===== config.mk =====
export PLATFORM = sky130hd
export DESIGN_NAME = counter_cell_scheduler
export DESIGN_NICKNAME = d
export VERILOG_FILES = /design/src/rtl/counter_cell_scheduler_pkg.sv /design/src/rtl/counter_prio_encoder.sv /design/src/rtl/counter_cell_scheduler.sv
export SDC_FILE = /design/constraint.sdc
export NUM_CORES = 1
export LEC_CHECK = 0
export ABC_AREA = 0
export CORE_MARGIN = 2
export CORE_UTILIZATION = 55
export CTS_CLUSTER_DIAMETER = 40
export CTS_CLUSTER_SIZE = 10
export DETAILED_ROUTE_END_ITERATION = 8
export PLACE_DENSITY_LB_ADDON = 0.3
export SLEW_MARGIN = 0
export SYNTH_ARGS = -nofsm -noshare
export SYNTH_HDL_FRONTEND = slang
export SYNTH_HIERARCHICAL = 1
export SYNTH_SLANG_ARGS = --single-unit
export TNS_END_PERCENT = 1

===== constraint.sdc =====
create_clock -name CLOCK -period 4.24 [get_ports CLOCK]
set_input_delay 0.424 -clock CLOCK [delete_from_list [all_inputs] [get_ports CLOCK]]
set_output_delay 0.424 -clock CLOCK [all_outputs]
set_load 0.02 [all_outputs]

===== src/rtl/counter_cell_scheduler_pkg.sv =====
// Shared types and constants for the involuntary counter-cell scheduler.
package counter_cell_scheduler_pkg;

  localparam int CAD_W     = 6;
  localparam int IDX_W     = 5;
  localparam int NCELL_DEF = 29;

  localparam logic [CAD_W-1:0] BASE_ADDR_DEF = 6'o24;

  typedef enum logic [1:0] {
    ST_IDLE,
    ST_GRANT,
    ST_RELEASE
  } state_e;

endpackage


===== src/rtl/counter_prio_encoder.sv =====
// Combinational lowest-index-wins priority encoder over the valid pending cells.
module counter_prio_encoder
  import counter_cell_scheduler_pkg::*;
#(
  parameter int NCELL = NCELL_DEF
) (
  input  logic [NCELL-1:0] valid_i,
  output logic             found_o,
  output logic [IDX_W-1:0] idx_o
);

  // NOTE: every output gets a default before the loop, otherwise the
  // no-valid path would hold the old value and infer a latch.
  always_comb begin
    found_o = 1'b0;
    idx_o   = '0;
    // Scan from the top down so the lowest set index is the last one written.
    for (int i = NCELL - 1; i >= 0; i--) begin
      if (valid_i[i]) begin
        found_o = 1'b1;
        idx_o   = IDX_W'(i);
      end
    end
  end

endmodule


===== src/rtl/counter_cell_scheduler.sv =====
// Latches plus/minus counter-cell requests and grants one counter cycle at a time,
// lowest cell index first, at instruction-slot boundaries.
module counter_cell_scheduler
  import counter_cell_scheduler_pkg::*;
#(
  parameter int               NCELL     = NCELL_DEF,
  parameter logic [CAD_W-1:0] BASE_ADDR = BASE_ADDR_DEF
) (
  input  logic             CLOCK,
  input  logic             rst_n,
  input  logic             GOJAM,
  input  logic [NCELL-1:0] req_p,
  input  logic [NCELL-1:0] req_m,
  input  logic             slot_ok,
  input  logic             cyc_done,
  output logic             inkl,
  output logic [CAD_W-1:0] cad,
  output logic             inc_p,
  output logic             inc_m,
  output logic             ack,
  output logic [IDX_W-1:0] ack_idx
);

  if ((int'(BASE_ADDR) + NCELL - 1 > (1 << CAD_W) - 1) || (NCELL < 1) || (NCELL > (1 << IDX_W)))
  begin : g_bad_cfg
    $error("counter_cell_scheduler: cell range does not fit CAD/index width");
  end

  state_e           state_q;
  logic [IDX_W-1:0] idx_q;
  logic             plus_q;
  logic             inkl_q, inc_p_q, inc_m_q, ack_q;
  logic [CAD_W-1:0] cad_q;
  logic [IDX_W-1:0] ack_idx_q;

  logic [NCELL-1:0] pend_p_q, pend_p_d;
  logic [NCELL-1:0] pend_m_q, pend_m_d;
  logic [NCELL-1:0] svc_mask, cancel, clr_p, clr_m, valid;
  logic             win_found;
  logic [IDX_W-1:0] win_idx;

  assign valid = pend_p_q ^ pend_m_q;

  counter_prio_encoder #(.NCELL(NCELL)) u_prio (
    .valid_i (valid),
    .found_o (win_found),
    .idx_o   (win_idx)
  );

  // The cell under service is exempt from cancellation so an opposite-direction
  // request during its cycle is kept and serviced afterwards.
  assign svc_mask = (state_q != ST_IDLE) ? (NCELL'(1) << idx_q) : '0;
  assign cancel   = pend_p_q & pend_m_q & ~svc_mask;
  assign clr_p    = (state_q == ST_RELEASE &&  plus_q) ? svc_mask : '0;
  assign clr_m    = (state_q == ST_RELEASE && !plus_q) ? svc_mask : '0;

  always_comb begin
    pend_p_d = (pend_p_q & ~cancel & ~clr_p) | req_p;
    pend_m_d = (pend_m_q & ~cancel & ~clr_m) | req_m;
    if (GOJAM) begin
      pend_p_d = '0;
      pend_m_d = '0;
    end
  end

  // NOTE: sequential state uses non-blocking assignments so every register
  // samples pre-edge values regardless of statement order.
  always_ff @(posedge CLOCK or negedge rst_n) begin
    if (!rst_n) begin
      pend_p_q <= '0;
      pend_m_q <= '0;
    end else begin
      pend_p_q <= pend_p_d;
      pend_m_q <= pend_m_d;
    end
  end

  always_ff @(posedge CLOCK or negedge rst_n) begin
    if (!rst_n) begin
      state_q   <= ST_IDLE;
      idx_q     <= '0;
      plus_q    <= 1'b0;
      inkl_q    <= 1'b0;
      cad_q     <= '0;
      inc_p_q   <= 1'b0;
      inc_m_q   <= 1'b0;
      ack_q     <= 1'b0;
      ack_idx_q <= '0;
    end else if (GOJAM) begin
      state_q   <= ST_IDLE;
      idx_q     <= '0;
      plus_q    <= 1'b0;
      inkl_q    <= 1'b0;
      cad_q     <= '0;
      inc_p_q   <= 1'b0;
      inc_m_q   <= 1'b0;
      ack_q     <= 1'b0;
      ack_idx_q <= '0;
    end else begin
      unique case (state_q)
        ST_IDLE: begin
          ack_q <= 1'b0;
          if (slot_ok && win_found) begin
            state_q <= ST_GRANT;
            idx_q   <= win_idx;
            plus_q  <= pend_p_q[win_idx];
            inkl_q  <= 1'b1;
            cad_q   <= BASE_ADDR + CAD_W'(win_idx);
            inc_p_q <= pend_p_q[win_idx];
            inc_m_q <= pend_m_q[win_idx];
          end
        end
        ST_GRANT: begin
          if (cyc_done) begin
            state_q   <= ST_RELEASE;
            inkl_q    <= 1'b0;
            cad_q     <= '0;
            inc_p_q   <= 1'b0;
            inc_m_q   <= 1'b0;
            ack_q     <= 1'b1;
            ack_idx_q <= idx_q;
          end
        end
        ST_RELEASE: begin
          state_q <= ST_IDLE;
          ack_q   <= 1'b0;
        end
        default: state_q <= ST_IDLE;
      endcase
    end
  end

  assign inkl    = inkl_q;
  assign cad     = cad_q;
  assign inc_p   = inc_p_q;
  assign inc_m   = inc_m_q;
  assign ack     = ack_q;
  assign ack_idx = ack_idx_q;

endmodule

==> results.toml <==
[outcome]
status = "complete, no violations"

[layout]
area_delta_synth_final_pct = 20.49
diodes = 0
num-nets-final = 696
final_area_um2 = 6047
drive_above_1_share = 0.07566

[global_route]
grtUsageMet3 = 0.05833
grt_max_degree = 82
top_usage_layer = "met2"
overflow = 0
grt_use_total = 0.3149
grt_util_met1 = 0.4314
grt_pass1_wl_mm = 24.47
antenna_found_initial = 1
met2_usage = 0.5052
grt_pass1_vias = 4717

[yosys]
ys_top_cells_by_count = "82 x nor2_1, 81 x dfrtp_1, 59 x a31oi_1"
avgSynthCellArea_um2 = 9.208
ys_ff_latch = 81
yosysTopAreaCellShare = 0.4039
synthArstFlopShare = 1.000
synth_nets = 638
ys_seq_area_frac = 0.4039
mappedNetlistArea_um2 = 5019
yosys_warnings = 6
synth_ff_type = "dfrtp_1"
yosysMostFrequentCell = "nor2_1"
synthCells = 545
synthTopCellsByArea = "dfrtp_1 40%, ha_1 7.5%, a31oi_1 7.4%, nor2_1 6.1%, or3_1 5.4%"
synth_cell_types = 60
synth_area_leader_cell = "dfrtp_1"
synth_edf_count = 0

[floorplanning]
row_count = 34
dieArea_um2 = 9905
coreArea_um2 = 8806
io_pins = 78
start_util = 0.5699
die_y_um = 99.53
fp.dieW_um = 99.53

[clocking]
ctsHoldBuffers = 0
cts_max_path_buffers = 2
cts.sinks = 81
htree_levels = 3
ctsResizeCount = 0
cts-root-buf = "clkbuf_8"
cts_tree = "built"
postCtsSetupBuffers = 0
clock_latency_ps = 370
path_clk_slew_ps = 90
cts_buffers = 9

[routing]
wire_per_inst_um = 20.90
drtPass1Iterations = 5
wl_mm = 14.96
route.vias.total = 4640
drc_errors = 0
drt-initial-drc-count = 388
ant_nets = 0
vias_per_cell = 6.480

[placed_design]
dpl.hpwl_mm = 10.55
gp_congestion = 0.9419
placedInstanceArea_um2 = 5818
portBuffers = 77

[worst_setup_path]
cp.arrival_ps = 3690
crit_fanout = 13
start_kind = "register"
reg2reg_from = "pend_p_q[7]$_DFF_PN0_"
setup.worst_path.end = "plus_q$_DFFE_PN0P_"
cp-end-kind = "register"
required_ps = 4550
regToRegEndpoint = "plus_q$_DFFE_PN0P_"
cp-startpoint = "pend_p_q[7]$_DFF_PN0_"
rrSetupSlack_ps = 860
rr_worst_depth = 11
crit_type = "reg2reg"

[sta]
grt_setup_unrepaired = "false"
final.period_utilization = 0.7971
tightest_slew_ps = 1038
hold_viol_final = 0
slew_violations = 0
skew_ps = 13.68
fmax_ghz = 0.2959
finalSetupViolCount = 0
setup-tns-final_ps = 0
slew_headroom = 0.3079
layout_min_cycle_time_ps = 3380

[power]
power.density_nw_per_um2 = 343.6
power_leakage_nw = 2.482
ir_drop_mv = 0.1667
p_total_mw = 2.078

[hold_path]
hold_path.class = "in2async"

[run]
cap_viol_max_count = 0
==> state kept, by name, summed over array words and instances, names as in the netlist <==
register and cells:
state_q 2, pend_p_q 29, plus_q 1, cad 6, pend_m_q 29, inkl 1
ack 1, inc_p 1, ack_idx 5, idx_q 5, inc_m 1
==> worst min-delay path by stage <==
stage	startpoint	to	slack (ps)	cells after the start
3_5_place_dp	cad[2]$_DFFE_PN0P_	cad[2]$_DFFE_PN0P_	470	2
5_1_grt	rst_n	pend_m_q[16]$_DFF_PN0_	340	1
6_report	rst_n	pend_m_q[16]$_DFF_PN0_	230	1
3_3_place_gp	cad[5]$_DFFE_PN0P_	cad[5]$_DFFE_PN0P_	470	2
4_1_cts	rst_n	pend_m_q[16]$_DFF_PN0_	280	1
2_1_floorplan	rst_n	ack$_DFFE_PN0P_	130	0
==> cells by family (layout without fill, tap and decap cells) <==
kind of cell,after synthesis,after routing,synth area share
buffers and inverters,47,110,0.04263
AND/OR/NAND/NOR,207,207,0.2196
XOR/XNOR,1,1,0.001746
multiplexers,30,30,0.06607
flip-flops,81,81,0.4039
AO/OA/AOI/OAI,149,149,0.1912
adder cells (fa/ha/maj),30,30,0.07479
==> cells in the final DEF, fill, tap and decap left out, drive strengths merged, types with 11 or more instances in the layout <==
cell type / instances
mux2i: 23
a31oi: 59
nand3: 23
clkdlybuf4s50: 75
dfrtp: 81
nand2: 11
inv: 12
or3: 45
o21ai: 33
ha: 30
nor2: 83
==> power breakdown <==
group | switching, mW | total, mW | internal [mW]
Combinational | 0.290 | 0.532 | 0.241
Sequential | 0.0585 | 0.884 | 0.825
Clock | 0.313 | 0.662 | 0.349
==> cell type report <==
cell class              count  area, µm²
clock buffers              10      137.6
multi-input cells         417       2795
repair buffers             82      813.3
fillers                   725       2759
clock inverters             6      91.34
flip-flops and latches     81       2027
inverters                  12      47.55
well taps                 108      135.1
==> per-stage QoR <==
step | std cells | setup slack [ps] | hold slack, ps | utilization
final | 716 | 860.5 | 232.8 | 0.6867
after global routing | 716 | 737.3 | 335.9 | 0.6867
after CTS | 716 | 893.8 | 278.3 | 0.6867
after detailed placement | 700 | 983.5 | 466.6 | 0.6607
after global placement | 700 | 1052 | 465.0 | 0.6607
after floorplan | 545 | 1261 | 128.4 | -
==> layer usage <==
metal	wire length [µm]	share of wire
met1	6386	0.43
met2	7095	0.47
met3	1166	0.078
met4	312	0.021
met5	0	0
==> worst max-delay path, stage by stage, from the launching register on <==
cell	delay, ps
dfrtp_1	410
ha_1	340
nor4_1	420
nand2_1	130
a2111oi_0	550
nor4b_2	110
buf_4	210
or3b_2	500
o22ai_1	200
o31ai_1	110
a22oi_1	240
a21o_1	110
(Power assumes the default switching activity.)
